[src/rtl/snpu_rnd_sched.sv]
// snpu_rnd_sched: freeze/address sequencer for the SNPU ring-oscillator RNG bank.
// Optional macro SNPU_SCHED_ROTFOLD_EN: fold mode rotates the accumulator left by one before each XOR.
module snpu_rnd_sched #(
    parameter int RND_N   = 48,
    parameter int ADDR_W  = 6,
    parameter int SETTLE  = 4,
    parameter int RUN_MIN = 16
) (
    input  logic              clk,
    input  logic              rst,
    output logic              bank_freeze,
    output logic [ADDR_W-1:0] bank_addr,
    input  logic [15:0]       bank_data,
    input  logic              cmd_valid,
    output logic              cmd_ready,
    input  logic              cmd_fold,
    input  logic [ADDR_W-1:0] cmd_addr,
    output logic              out_valid,
    input  logic              out_ready,
    output logic [15:0]       out_data,
    output logic              out_err
);

    // state | meaning
    // COOL  | bank free-running; timer counts down the minimum run time
    // IDLE  | waiting for a command (only offered while no result is pending)
    // HOLD  | bank frozen on bank_addr; timer counts settle time, capture at terminal count
    // DONE  | release freeze, publish accumulator, start the run timer

    typedef enum logic [1:0] {COOL, IDLE, HOLD, DONE} state_t;

    localparam int CNT_MAX = (RUN_MIN > SETTLE) ? RUN_MIN : SETTLE;
    localparam int CNT_W   = $clog2(CNT_MAX + 1);

    localparam logic [CNT_W-1:0]  RUN_LOAD    = CNT_W'(RUN_MIN);
    localparam logic [CNT_W-1:0]  SETTLE_LOAD = CNT_W'(SETTLE);
    localparam logic [CNT_W-1:0]  TMR_ONE     = CNT_W'(1);
    localparam logic [ADDR_W-1:0] LAST_ADDR   = ADDR_W'(RND_N - 1);
    localparam logic [ADDR_W-1:0] ADDR_ONE    = ADDR_W'(1);
    localparam logic [ADDR_W:0]   RND_N_EXT   = (ADDR_W + 1)'(RND_N);

    state_t            state;
    state_t            state_nxt;
    logic [CNT_W-1:0]  tmr;
    logic [CNT_W-1:0]  tmr_nxt;
    logic [15:0]       acc;
    logic [15:0]       acc_nxt;
    logic [15:0]       acc_step;
    logic              fold_q;
    logic              fold_nxt;
    logic              freeze_nxt;
    logic [ADDR_W-1:0] addr_nxt;
    logic              out_valid_nxt;
    logic [15:0]       out_data_nxt;
    logic              out_err_nxt;
    logic              tmr_tc;
    logic              addr_bad;
    logic              at_last_addr;
    logic              cmd_take;

    assign cmd_ready    = (state == IDLE) && !out_valid;
    assign cmd_take     = cmd_valid && cmd_ready;
    assign tmr_tc       = (tmr == TMR_ONE);
    assign addr_bad     = ({1'b0, cmd_addr} >= RND_N_EXT);
    assign at_last_addr = (bank_addr == LAST_ADDR);

`ifdef SNPU_SCHED_ROTFOLD_EN
    assign acc_step = fold_q ? ({acc[14:0], acc[15]} ^ bank_data) : (acc ^ bank_data);
`else
    assign acc_step = acc ^ bank_data;
`endif

    always_ff @(posedge clk) begin
        if (rst) begin
            state       <= COOL;
            tmr         <= RUN_LOAD;
            acc         <= '0;
            fold_q      <= 1'b0;
            bank_freeze <= 1'b0;
            bank_addr   <= '0;
            out_valid   <= 1'b0;
            out_data    <= '0;
            out_err     <= 1'b0;
        end else begin
            state       <= state_nxt;
            tmr         <= tmr_nxt;
            acc         <= acc_nxt;
            fold_q      <= fold_nxt;
            bank_freeze <= freeze_nxt;
            bank_addr   <= addr_nxt;
            out_valid   <= out_valid_nxt;
            out_data    <= out_data_nxt;
            out_err     <= out_err_nxt;
        end
    end

    always_comb begin
        state_nxt     = state;
        tmr_nxt       = tmr;
        acc_nxt       = acc;
        fold_nxt      = fold_q;
        freeze_nxt    = bank_freeze;
        addr_nxt      = bank_addr;
        out_valid_nxt = out_valid;
        out_data_nxt  = out_data;
        out_err_nxt   = out_err;

        if (out_valid && out_ready) begin
            out_valid_nxt = 1'b0;
        end

        case (state)
            COOL: begin
                tmr_nxt = tmr - TMR_ONE;
                if (tmr_tc) begin
                    state_nxt = IDLE;
                end
            end
            IDLE: begin
                if (cmd_take) begin
                    if (!cmd_fold && addr_bad) begin
                        // Rejected single sample: report at once, bank never frozen, no cool-down.
                        out_valid_nxt = 1'b1;
                        out_err_nxt   = 1'b1;
                        out_data_nxt  = '0;
                    end else begin
                        fold_nxt   = cmd_fold;
                        addr_nxt   = cmd_fold ? '0 : cmd_addr;
                        acc_nxt    = '0;
                        freeze_nxt = 1'b1;
                        tmr_nxt    = SETTLE_LOAD;
                        state_nxt  = HOLD;
                    end
                end
            end
            HOLD: begin
                if (tmr_tc) begin
                    acc_nxt = acc_step;
                    if (!fold_q || at_last_addr) begin
                        state_nxt = DONE;
                    end else begin
                        addr_nxt = bank_addr + ADDR_ONE;
                        tmr_nxt  = SETTLE_LOAD;
                    end
                end else begin
                    tmr_nxt = tmr - TMR_ONE;
                end
            end
            DONE: begin
                freeze_nxt    = 1'b0;
                addr_nxt      = '0;
                out_valid_nxt = 1'b1;
                out_data_nxt  = acc;
                out_err_nxt   = 1'b0;
                tmr_nxt       = RUN_LOAD;
                state_nxt     = COOL;
            end
            default: begin
                state_nxt = COOL;
                tmr_nxt   = RUN_LOAD;
            end
        endcase
    end

endmodule
[config.mk]
export PLATFORM = sky130hd
export DESIGN_NAME = snpu_rnd_sched
export DESIGN_NICKNAME = d
export VERILOG_FILES = /design/src/rtl/snpu_rnd_sched.sv
export SDC_FILE = /design/constraint.sdc
export NUM_CORES = 1
export LEC_CHECK = 0
export BUFFER_PORTS_ARGS = -buffer_cell sky130_fd_sc_hd__clkbuf_2
export CELL_PAD_IN_SITES_DETAIL_PLACEMENT = 1
export CELL_PAD_IN_SITES_GLOBAL_PLACEMENT = 2
export CORE_UTILIZATION = 35
export CTS_CLUSTER_SIZE = 14
export DETAILED_ROUTE_END_ITERATION = 8
export PLACE_DENSITY = 0.89
export REMOVE_ABC_BUFFERS = 1
export SYNTH_ARGS = -nofsm -noshare
export SYNTH_HDL_FRONTEND = slang
export SYNTH_SLANG_ARGS = --single-unit
[constraint.sdc]
create_clock -name clk -period 3.6 [get_ports clk]
set_input_delay 0.72 -clock clk [delete_from_list [all_inputs] [get_ports clk]]
set_output_delay 0.72 -clock clk [all_outputs]
set_load 0.01 [all_outputs]
==> reports/qor.txt <==
timing-limited maximum frequency - 433 MHz
Final TNS setup - 0 ns
total placed cells including tap cells - 440
number of nets with antenna violations after detailed routing - 0
Worst Setup Path Type - reg2reg
violation count after the first detailed-route iteration - 85
post-DR wirelength/cell - 15.8 microns
Yosys reg bits - 49
clock input transition at the sequential cells of the worst setup and hold paths - 0.10 ns
dominant cells by area after synthesis - dfxtp_1 38%, mux2i_1 7.3%, nand3_1 6.5%
effective utilization at floorplan - 36.2%
Async SR Flop Fraction - 0%
cell area after synthesis - 2610 sq um
number of distinct library cell variants in the gate-level netlist after synthesis - 54
part of the power in registers - 39.0%
sequential fraction of the synthesis area - 37.6%
per-instance average area after synthesis - 8.56 sq um
clock power share - 22.9%
clock root buffer master - clkbuf_8
cts hold-fix bufs - 0
area overhead of the layout relative to synthesis - 16.3%
cell-internal power - 1090 uW
synthesized instance count - 305
floorplan die height - 88.4 microns
Worst Path Max Fanout - 23
final-report hold violation count - 0
antenna diode count - 0
die width - 88.4 microns
Hold WC Path Type - reg2reg
initial antenna violation count - 0
area of the die - 7810 sq um
sort of element at the start of the critical path - flip-flop
Critical R2R Launch - state[0]$_SDFFE_PP0P_
worst slew pin tran - 0.874 ns
non-filler cells in the finished layout - 448
flop2flop setup slack - 1.29 ns
slowest cell on the critical path - ha_1
clock network latency to the later pin of the worst-skew pair - 0.30 ns
kind of cell adding the most delay to the critical path - compound AO/OA/AOI/OAI gates
count of input and output buffers - 52
post-CTS sizing - 0
run status - finished clean
Final setup viols - 0
All-Layer GR Usage - 19.1%
share of power burned in combinational logic - 38.0%
final critical-path share of the clock period - 64.2%
post-detail-place hpwl - 5.01 mm
Site Rows - 31
largest net degree at the start of global routing - 34
wirelength, routed - 7.08 mm
CTS Buf Count - 5
maximum cell stage delay along the critical path - 0.75 ns
Max Cap Violations - 0
endpoint of the worst register-to-register path - out_data[8]$_SDFFE_PP0P_
Worst Hold Endpoint - out_data[6]$_SDFFE_PP0P_
setup repair after global routing missed its margin - no
wire length of the first global-routing pass - 11.7 mm
portion of synthesized cell area occupied by the leading cell type - 37.6%
Clock Tree Buf Depth - 2
FF-to-FF path depth - 4
final clock skew - 0.00886 ns
count of buffering cells on the critical path with inverters included - 0
number of warnings issued by yosys - 0
arrival time at the worst endpoint - 2.54 ns
H-tree levels - 2
top flip-flop cell by instance count after synthesis - dfxtp_1
post-CTS setup buffer count - 0
Sinks on Clock Net - 49
hold path cells - 2
routed via count divided by cell count - 5.27
number of global-route vias before repair - 2379
number of ports placed on the die boundary - 53
TritonCTS clock tree - built
post-synth top area cell - dfxtp_1
total grt overflow - 0
total via count after detailed routing - 2359
remaining design rule violation count - 0
Final Critical Period - 2.31 ns
switching portion of total power - 37.7%
tightest slew margin relative to the limit - 41.7%
area of the core - 7210 sq um
worst IR drop on VDD - 0.000215 V
Placer Congestion - 0.803
Post-synth EDFFs - 0
power density cells - 579 nW/um^2
Lkg Pwr - 0.00128 uW
critical path endpoint category - flip-flop
critical hold path startpoint - out_data[6]$_SDFFE_PP0P_
number of pins exceeding their max-slew limit in the final report - 0
sw power - 663 uW
layout net count - 383
TritonRoute pass-1 iters - 4
series of cell instances along the critical path - ha_1 > a22o_1 > nand3_1 > a21oi_1
share of post-route cells with drive strength above 1 - 21.8%
endpoint required time on the critical path - 3.82 ns
## cell usage after synthesis (2+ instances only)
master and n:
ha_1 8, o32ai_1 4, buf_4 2, dfxtp_1 49, a32oi_1 2, nor2_1 10, a22o_1 2, a21oi_1 26
a32o_1 3, clkbuf_1 8, a221oi_1 2, and3b_1 2, mux2i_1 19, buf_2 8, nand4_1 2, nand2b_1 17
nand2_1 44, and3_1 2, nand3_1 34, nor3_1 2, inv_1 12, nor2b_1 2, o211ai_1 2, o21ai_0 6
a211oi_1 8
## power groups by stage
| stage | clock network, uW | registers [uW] | logic [uW] |
|---|---|---|---|
| 5_1_grt | 436 | 699 | 739 |
| 4_1_cts | 413 | 686 | 672 |
| 6_report | 403 | 686 | 668 |
| 2_1_floorplan | 0 | 686 | 480 |
| 3_5_place_dp | 0 | 699 | 666 |
| 3_3_place_gp | 0 | 693 | 645 |
## final cells by class
type                       instances  area [sq um]
fill                             915          4180
multi-input combinational        225          1500
sequential                        49           981
timing repair buffer              54           275
tap                               99           124
clock buffer                       6          72.6
inverter                          13          48.8
clock inverter                     2          38.8
## worst min-delay path, stage by stage (launching register included)
cell and delay (ns):
dfxtp_1 0.32, nand2_1 0.05, a21oi_1 0.05
## metrics by stage
stage	hold slack, ns	total power [uW]	instance area, sq um	utilization [%]	worst slack, ns
finish	0.455	1760	3040	42.1	1.29
floorplan	0.446	1170	2520	-	1.28
global route	0.477	1870	3040	42.1	1.08
global placement	0.440	1340	2920	40.5	1.25
CTS	0.460	1770	3040	42.1	1.23
detailed placement	0.446	1370	2920	40.5	1.21
## how the worst max path moves through the flow
stage,from,end,slack [ns],cells after the start
after floorplan,state[0]$_SDFFE_PP0P_,acc[3]$_SDFFE_PP0P_,1.28,6
after global placement,cmd_fold,tmr[2]$_SDFFE_PP0P_,1.25,5
after detailed placement,cmd_fold,tmr[1]$_SDFFE_PP0P_,1.21,5
after CTS,state[0]$_SDFFE_PP0P_,out_data[8]$_SDFFE_PP0P_,1.23,4
after global routing,state[0]$_SDFFE_PP0P_,out_data[15]$_SDFFE_PP0P_,1.08,4
final,state[0]$_SDFFE_PP0P_,out_data[8]$_SDFFE_PP0P_,1.29,4
## metal layers
layer	global-route usage (%)	vias to the layer above	routed length, microns
met1	26.2	1132	3380
met3	2.61	9	168
met4	4.25	0	80
li1	-	1177	-
met2	32.0	41	3450
met5	0	-	0
## cells in the final DEF, fill, tap and decap left out, types with 2 or more instances in the layout
cell type and n:
clkbuf_8 5, clkbuf_2 52, nand2_1 44, o21ai_0 6, a221oi_1 2, nand4_1 2
a21oi_1 26, and3_1 2, o32ai_1 4, a32o_1 3, mux2i_1 19, buf_4 2
nor3_1 2, a211oi_1 8, nand2b_1 17, a32oi_1 2, nor2_1 10, o211ai_1 2
ha_1 8, nor2b_1 2, and3b_1 2, a22o_1 2, inv_1 12, nand3_1 34
dfxtp_1 49
## cells by family (layout without fill, tap and decap cells)
| kind of cell | count (synthesis) | after routing | synth area share (%) |
|---|---|---|---|
| AND/OR/NAND/NOR | 127 | 127 | 25.6 |
| adder cells (fa/ha/maj) | 8 | 8 | 3.84 |
| flip-flops | 49 | 49 | 37.6 |
| multiplexers | 20 | 20 | 7.86 |
| buffers and inverters | 31 | 75 | 5.13 |
| AO/OA/AOI/OAI | 70 | 70 | 20.0 |
## flip-flops by register name, summed over array words and instances (netlist names)
register / flops
out_valid: 1
tmr: 5
out_data: 16
out_err: 1
state: 2
bank_freeze: 1
fold_q: 1
bank_addr: 6
acc: 16
Power figures use the tool's default switching activity.
